### config.mk
export PLATFORM = sky130hd
export DESIGN_NAME = fpm_arbiter
export DESIGN_NICKNAME = d
export VERILOG_FILES = /design/src/rtl/fpm_arbiter.sv
export SDC_FILE = /design/constraint.sdc
export NUM_CORES = 1
export LEC_CHECK = 0
export CORE_ASPECT_RATIO = 1.1
export CORE_MARGIN = 1.5
export CORE_UTILIZATION = 41
export CTS_BUF_LIST = sky130_fd_sc_hd__clkbuf_8
export CTS_CLUSTER_SIZE = 30
export DETAILED_ROUTE_END_ITERATION = 10
export HOLD_SLACK_MARGIN = 0.02
export PLACE_DENSITY = 0.87
export SETUP_SLACK_MARGIN = 0.02
export SYNTH_ARGS = -nofsm -noshare
export SYNTH_HDL_FRONTEND = slang
export SYNTH_SLANG_ARGS = --single-unit
### constraint.sdc
create_clock -name clk -period 2.3 [get_ports clk]
set_input_delay 0.46 -clock clk [delete_from_list [all_inputs] [get_ports clk]]
set_output_delay 0.46 -clock clk [all_outputs]
set_load 0.005 [all_outputs]
### src/rtl/fpm_arbiter.sv
// Round-robin arbiter sharing one combinational fpm multiplier between two
// valid/ready requesters, one transaction in flight, product held until accepted.
module fpm_arbiter #(
  parameter int DATA_W  = 32,
  parameter int MUL_LAT = 1,
  parameter int CNT_W   = 16
) (
  input  logic              clk,
  input  logic              rst_n,
  input  logic [1:0]        req_valid,
  output logic [1:0]        req_ready,
  input  logic [DATA_W-1:0] req_a0,
  input  logic [DATA_W-1:0] req_a1,
  input  logic [DATA_W-1:0] req_b0,
  input  logic [DATA_W-1:0] req_b1,
  input  logic [1:0]        req_aadd,
  input  logic [1:0]        req_badd,
  output logic [1:0]        rsp_valid,
  input  logic [1:0]        rsp_ready,
  output logic [DATA_W-1:0] rsp_data,
  output logic              rsp_add,
  output logic [DATA_W-1:0] mul_in1,
  output logic [DATA_W-1:0] mul_in2,
  output logic              mul_add1,
  output logic              mul_add2,
  input  logic [DATA_W-1:0] mul_out,
  input  logic              mul_addout,
  output logic              grant_id,
  output logic              busy,
  output logic [CNT_W-1:0]  ops_done
);

  typedef enum logic [1:0] {
    ST_IDLE = 2'd0,
    ST_WAIT = 2'd1,
    ST_RESP = 2'd2
  } state_t;

  localparam logic [3:0]       LAT_INIT = 4'(MUL_LAT - 1);
  localparam logic [CNT_W-1:0] CNT_ONE  = {{(CNT_W-1){1'b0}}, 1'b1};

  state_t              r_state;
  state_t              w_state_nxt;
  logic                r_rr;
  logic                r_grant;
  logic [3:0]          r_cnt;
  logic [CNT_W-1:0]    r_ops;
  logic [DATA_W-1:0]   r_mul_in1;
  logic [DATA_W-1:0]   r_mul_in2;
  logic                r_mul_add1;
  logic                r_mul_add2;
  logic [DATA_W-1:0]   r_rsp_data;
  logic                r_rsp_add;

  logic                w_gnt_vld;
  logic                w_gnt;
  logic                w_accept;
  logic                w_rsp_hs;
  logic [1:0]          w_req_ready;
  logic [1:0]          w_rsp_valid;
  logic [DATA_W-1:0]   w_op_a;
  logic [DATA_W-1:0]   w_op_b;
  logic                w_op_aadd;
  logic                w_op_badd;

  // Round-robin grant candidate: rr has priority, otherwise the other requester.
  always_comb begin
    w_gnt_vld = 1'b0;
    w_gnt     = r_rr;
    if (req_valid[r_rr]) begin
      w_gnt_vld = 1'b1;
      w_gnt     = r_rr;
    end else if (req_valid[~r_rr]) begin
      w_gnt_vld = 1'b1;
      w_gnt     = ~r_rr;
    end else begin
      w_gnt_vld = 1'b0;
      w_gnt     = r_rr;
    end
  end

  // Request accept and response valid decode; req_ready held low during reset.
  always_comb begin
    w_req_ready = 2'b00;
    w_rsp_valid = 2'b00;
    if (rst_n && (r_state == ST_IDLE) && w_gnt_vld) begin
      w_req_ready[w_gnt] = 1'b1;
    end else begin
      w_req_ready = 2'b00;
    end
    if (r_state == ST_RESP) begin
      w_rsp_valid[r_grant] = 1'b1;
    end else begin
      w_rsp_valid = 2'b00;
    end
  end

  assign w_accept  = (r_state == ST_IDLE) && w_gnt_vld;
  // Only the owner's rsp_ready can complete the response.
  assign w_rsp_hs  = (r_state == ST_RESP) && rsp_ready[r_grant];
  assign w_op_a    = w_gnt ? req_a1 : req_a0;
  assign w_op_b    = w_gnt ? req_b1 : req_b0;
  assign w_op_aadd = req_aadd[w_gnt];
  assign w_op_badd = req_badd[w_gnt];

  // Next-state logic.
  always_comb begin
    w_state_nxt = r_state;
    case (r_state)
      ST_IDLE: begin
        if (w_accept) begin
          w_state_nxt = ST_WAIT;
        end else begin
          w_state_nxt = ST_IDLE;
        end
      end
      ST_WAIT: begin
        if (r_cnt == 4'd0) begin
          w_state_nxt = ST_RESP;
        end else begin
          w_state_nxt = ST_WAIT;
        end
      end
      ST_RESP: begin
        if (w_rsp_hs) begin
          w_state_nxt = ST_IDLE;
        end else begin
          w_state_nxt = ST_RESP;
        end
      end
      default: w_state_nxt = ST_IDLE;
    endcase
  end

  // State register.
  always_ff @(posedge clk or negedge rst_n) begin
    if (!rst_n) begin
      r_state <= ST_IDLE;
    end else begin
      r_state <= w_state_nxt;
    end
  end

  // Operand capture, latency counter, product capture and completion count.
  always_ff @(posedge clk or negedge rst_n) begin
    if (!rst_n) begin
      r_rr       <= 1'b0;
      r_grant    <= 1'b0;
      r_cnt      <= 4'd0;
      r_ops      <= {CNT_W{1'b0}};
      r_mul_in1  <= {DATA_W{1'b0}};
      r_mul_in2  <= {DATA_W{1'b0}};
      r_mul_add1 <= 1'b0;
      r_mul_add2 <= 1'b0;
      r_rsp_data <= {DATA_W{1'b0}};
      r_rsp_add  <= 1'b0;
    end else begin
      if (w_accept) begin
        r_mul_in1  <= w_op_a;
        r_mul_in2  <= w_op_b;
        r_mul_add1 <= w_op_aadd;
        r_mul_add2 <= w_op_badd;
        r_grant    <= w_gnt;
        r_cnt      <= LAT_INIT;
      end
      if (r_state == ST_WAIT) begin
        if (r_cnt != 4'd0) begin
          r_cnt <= r_cnt - 4'd1;
        end else begin
          r_rsp_data <= mul_out;
          r_rsp_add  <= mul_addout;
        end
      end
      if (w_rsp_hs) begin
        r_rr  <= ~r_grant;
        r_ops <= r_ops + CNT_ONE;
      end
    end
  end

  assign req_ready = w_req_ready;
  assign rsp_valid = w_rsp_valid;
  assign rsp_data  = r_rsp_data;
  assign rsp_add   = r_rsp_add;
  assign mul_in1   = r_mul_in1;
  assign mul_in2   = r_mul_in2;
  assign mul_add1  = r_mul_add1;
  assign mul_add2  = r_mul_add2;
  assign grant_id  = r_grant;
  assign busy      = (r_state != ST_IDLE);
  assign ops_done  = r_ops;

endmodule

---- Yosys cells after proc, flatten, opt, wreduce, memory -nomap -nowiden ----
Index checks and enable logic that the tools add are counted.
word-level totals
  register bits after elaboration ......... 123
  bits in latches ......................... 0
  RAM bits ................................ 0
  bits in read-only memories .............. 0
  output and inout bits ................... 121
  word-level logic and storage cells ...... 64
  memories kept ........................... 0
cells by class
  add/subtract/negate cells ............... 2
  $mul .................................... 0
  div/mod/pow operators ................... 0
  $lt $le $gt $ge ......................... 6
  equality and inequality tests ........... 2
  shifts and indexed selects .............. 0
  multiplexer cells ....................... 29
  bitwise operators ....................... 3
  reductions and logical operators ........ 11
operators by type and width
  cell                     number
  $mux W32                 2
  $mux W1                  17
  $add A16 B1 Y16 const B  1
  $mux W4                  3
  $lt A1 B2 Y1 const B     4
  $mux W2                  4
  $logic_and A1 B1 Y1      6
  $pmux W2 S3              1
  $logic_not A4 Y1         1
  $reduce_bool A4 Y1       1
  $sub A4 B1 Y4 const B    1
  $not A1 Y1               3
  $demux W1 S1             2
  $eq A2 B1 Y1 const B     1
  $eq A2 B2 Y1 const B     1
  $ge A1 B1 Y1 const B     2
  $logic_not A2 Y1         1
  $reduce_and A2 Y1        1
  $reduce_bool A2 Y1       1

---- Logic depth before layout (Yosys ltp) ----
  depth after elaboration ................. 10
  gate-level depth with buffers ........... 7
  mapped depth without buffers ............ 6

---- Worst setup path after synthesis ----
Ideal clock, no wire load.
  kind .................................... register to output
  start ................................... register r_state[1]
  end ..................................... output port req_ready[0]
  arrival ................................. 1499 ps
  data required time ...................... 1840 ps
  setup slack ............................. 341 ps
  cell stages (with the launch flop) ...... 7
  path buffers ............................ 2
  path through ............................ dfrtp_1 -> or2_2 -> nor2_1 -> buf_2 -> buf_4 -> nand2_1 -> nor2_1
on the way
  longest elaborated chain between the ends .. 4
ends and longest elaborated chain
  element                            line  text
  start, declared                    42    state_t r_state;
  start signal, assigned             140   r_state <= w_state_nxt;
  $logic_not A2 Y1                   86    if (rst_n && (r_state == ST_IDLE) && w_gnt_vld) begin
  $logic_and A1 B1 Y1 (2 in series)  86
  $mux W2                            86
  end, declared                      11    output logic [1:0] req_ready,
Every way passes these cells.

---- Worst setup path after layout ----
  start ................................... register r_state[1]
  end ..................................... output port busy
on the way
  longest elaborated chain between the ends .. 1
ends and longest elaborated chain
  element             line  text
  $reduce_bool A2 Y1  190   assign busy = (r_state != ST_IDLE);
  end, declared       29    output logic busy,
Every way passes these cells.

==> results summary <==
A synthesized cell averages 10.1 um^2. The wire length of the first global-routing pass is roughly 26 mm. The share of the cycle needed by the critical path after routing came out at 92.1%. The endpoint of the lowest-slack register-to-register path is rsp_data[25]. In this run the vertical extent of the chip is approximately 120 um. The leakage power of the design came out at 0.00376 uW.

The cell area power density is 1220 nW/um^2. The tree is rooted in a clkbuf_8. By area the synthesized netlist is led by dfrtp_1 56%, a21oi_1 12%, mux2_4 8.0%.

The number of distinct library cells after synthesis is 38. The starting density of the core is 41.7%. The minimum period implied by the final worst setup slack came out at about 2.1 ns. The HPWL after detailed placement is ~12 mm. The cell with the most instances after synthesis is a21oi_1.

The number of cells produced by synthesis came out at 542. The total number of placement rows is between 40 and 50. The number of antenna violations at the first check in global routing is 0. The number of nets produced by synthesis came out at just over 700.

The fraction of final layout cells sized beyond drive strength 1 is 10.4%. The warning count from the yosys run came out at 0. From synthesis to final layout, the design area changed by 62.8%. The average wire length per cell after detail routing is 16.9 um. The final wirelength came out at 17.0 mm. The total vias in the final route came out at ~5,100.

The deepest level of the CTS H-tree came out at 4. The worst register-to-register path begins at r_state[1]. The boundary pin count is slightly below 300. The achievable clock frequency is ~470 MHz. Clock latency on the worst-skew pair, taken at its later pin, is between 0.4 and 0.5 ns. The maximum vdd ir drop is ~0.64 mV. The iteration count of the initial detailed-routing pass came out at 4. The area of the die came out at ~14,000 um^2.

The sequential cell area fraction in the yosys report is roughly 56%. The worst setup path is captured at a primary output. By startpoint and endpoint, the worst setup path is classified as flop to primary output. The setup violation total in the final timing report came out at 0. Global routing used between 20% and 30% of the available tracks.

The worst register-to-register path has a setup slack of between 0.3 and 0.4 ns. The kind of path behind the tightest hold check is input pin to asynchronous set/reset pin. The sum of internal, switching and leakage power came out at around 11,000 uW. TritonCTS built the clock tree. Counting instances in the post-synthesis netlist gives the leading cell types as 133 x a21oi_1, 123 x dfrtp_1, 81 x nand2_1. The final number of max-transition violations came out at 0. The final count of hold timing violations came out at 0. The TritonCTS sink count came out at around 120.

0 antenna diodes ended up in the layout. The run finished with clean final reports. Data on the critical path is required at its endpoint by ~1.8 ns. The summed negative setup slack over all endpoints came out at 0 ns. The clock edge transition at the registers on the reported setup and hold paths came out at 0.07 ns. The number of I/O port buffers is approximately 290. The data arrival time of the critical path is 1.66 ns. Setup repair after global routing left no endpoint under its margin. The total clock buffers created by CTS is 17. The number of max-capacitance violations reported is 0. The number of synthesized register bits came out at approximately 120. The most used flip-flop cell after synthesis is dfrtp_1. The sort of element at the start of the critical path is a flop. The worst-case clock skew is between 0.007 and 0.008 ns. The buffer levels on the longest clock path came out at 2. The post-CTS setup-driven buffer insertion count is 0. For the pin with the worst max-slew slack, the measured transition is 0.769 ns. The number of global-route vias before repair is approximately 5,000. The final net count came out at between 1,000 and 1,500. The share of the synthesized area in the top cell type came out at a little under three fifths. The ratio of routed vias to standard cells is 5.11. The post-synthesis cell area came out at 5470 um^2.

The synthesized design contains 0 enable-type register cells. The first routing iteration left between 300 and 400 violations. The worst register-to-register path has a depth of 6.

The final antenna-violating net count is 0. Measured against its own limit, the worst slew margin works out to between 40% and 50%. From left edge to right edge, the die measures approximately 110 um.

The area of the core is approximately 13,000 um^2. The total overflow left after global routing is 0. The maximum number of pins on one net before global-route repair is 124. For this run, the share of the core covered by cells in the final layout is 67.9%.

The total of hold buffers inserted after clock tree synthesis is 0. The worst-path maximum fanout is 3. The synthesized design spends more area on one cell type than any other, namely dfrtp_1. Counting flops with an async set or reset pin after synthesis yields a share of 100%.

The weighted congestion reported at the end of routability-driven placement came out at 0.772. The count of unresolved DRC violations after routing is 0. The fill cell instance count of the final layout came out at slightly above 1,000.
==> per-stage QoR <==
stage / hold WS, ns / setup slack [ns] / std cells / area (um^2)
final: 0.0653 / 0.183 / 1005 / 8900
after global routing: 0.176 / 0.0951 / 1005 / 8900
after CTS: 0.132 / 0.0589 / 1005 / 8910
after floorplan: 0.164 / 0.341 / 542 / 5470
after detailed placement: 0.464 / -0.183 / 973 / 8510
after global placement: 0.459 / -0.169 / 973 / 8510
==> cells in the final DEF (no fill, tap or decap), drive strengths merged, types with 2 or more instances in the layout <==
| master | instances |
|---|---|
| a21oi | 133 |
| inv | 6 |
| dfrtp | 123 |
| o21ai | 5 |
| or2 | 3 |
| clkinvlp | 3 |
| clkinv | 5 |
| nand4 | 5 |
| buf | 14 |
| nand2b | 3 |
| nand2 | 82 |
| clkbuf | 20 |
| nor2 | 75 |
| and4 | 2 |
| and3 | 3 |
| bufinv | 3 |
| xnor2 | 14 |
| nor3 | 2 |
| mux2 | 34 |
| nand3 | 7 |
| ha | 2 |
| clkdlybuf4s50 | 287 |
==> critical path: stages (launching register included) <==
cell and delay (ns):
dfrtp_1 0.39, or2_2 0.35, clkdlybuf4s50_1 0.48
==> registers in the layout, indices dropped and copies added, names as in the netlist <==
signal,cells
rsp_add,1
rsp_data,32
r_cnt,4
ops_done,16
mul_add2,1
r_state,2
mul_add1,1
r_rr,1
mul_in2,32
mul_in1,32
grant_id,1
==> how the worst max path moves through the flow <==
stage	start	endpoint	depth (start not counted)
floorplan	r_state[1]	req_ready[0]	6
global route	r_state[0]	busy	2
finish	r_state[1]	busy	2
detailed placement	req_valid[0]	req_ready[0]	6
CTS	r_state[0]	req_ready[0]	5
global placement	req_valid[1]	req_ready[1]	5
==> logic make-up after synthesis <==
family,after synthesis,synth area share [%]
simple gates,188,14.4
buf+inv,37,4.01
fa+ha+maj,2,0.458
xor+xnor,15,2.40
compound gates,142,13.2
flops,123,56.3
mux,35,9.18
==> what timing repair did <==
| item | 4_1_cts | 5_1_grt |
|---|---|---|
| endpoints found under the setup margin | 3 | 2 |
| resized for setup | 3 | 5 |
| pin swaps | 0 | 0 |
==> power breakdown <==
group	total (uW)	internal (uW)	switching [uW]	leakage, uW
logic	5190	3090	2100	0.00212
registers	3740	3160	585	0.00144
clock network	1960	1080	872	0.000207
total	10900	7330	3560	0.00376
==> layout make-up <==
| cell class | instances | area, um^2 | area share, % |
|---|---|---|---|
| Multi-Input combinational cell | 382 | 2180 | 24.6 |
| Sequential cell | 123 | 3080 | 34.6 |
| Clock buffer | 18 | 248 | 2.78 |
| Tap cell | 161 | 201 | 2.26 |
| Inverter | 3 | 11.3 | 0.127 |
| Clock inverter | 14 | 154 | 1.73 |
| Timing Repair Buffer | 304 | 3020 | 34.0 |
==> layer usage <==
metal | routed length (um) | vias up | GRT usage [%]
met2 | 8680 | 230 | 42.0
met3 | 1240 | 36 | 7.10
met1 | 6630 | 2459 | 26.6
met4 | 442 | 0 | 12.0
met5 | 0 | - | 0
li1 | - | 2409 | -
No activity file was read; power rests on OpenSTA's default activity.
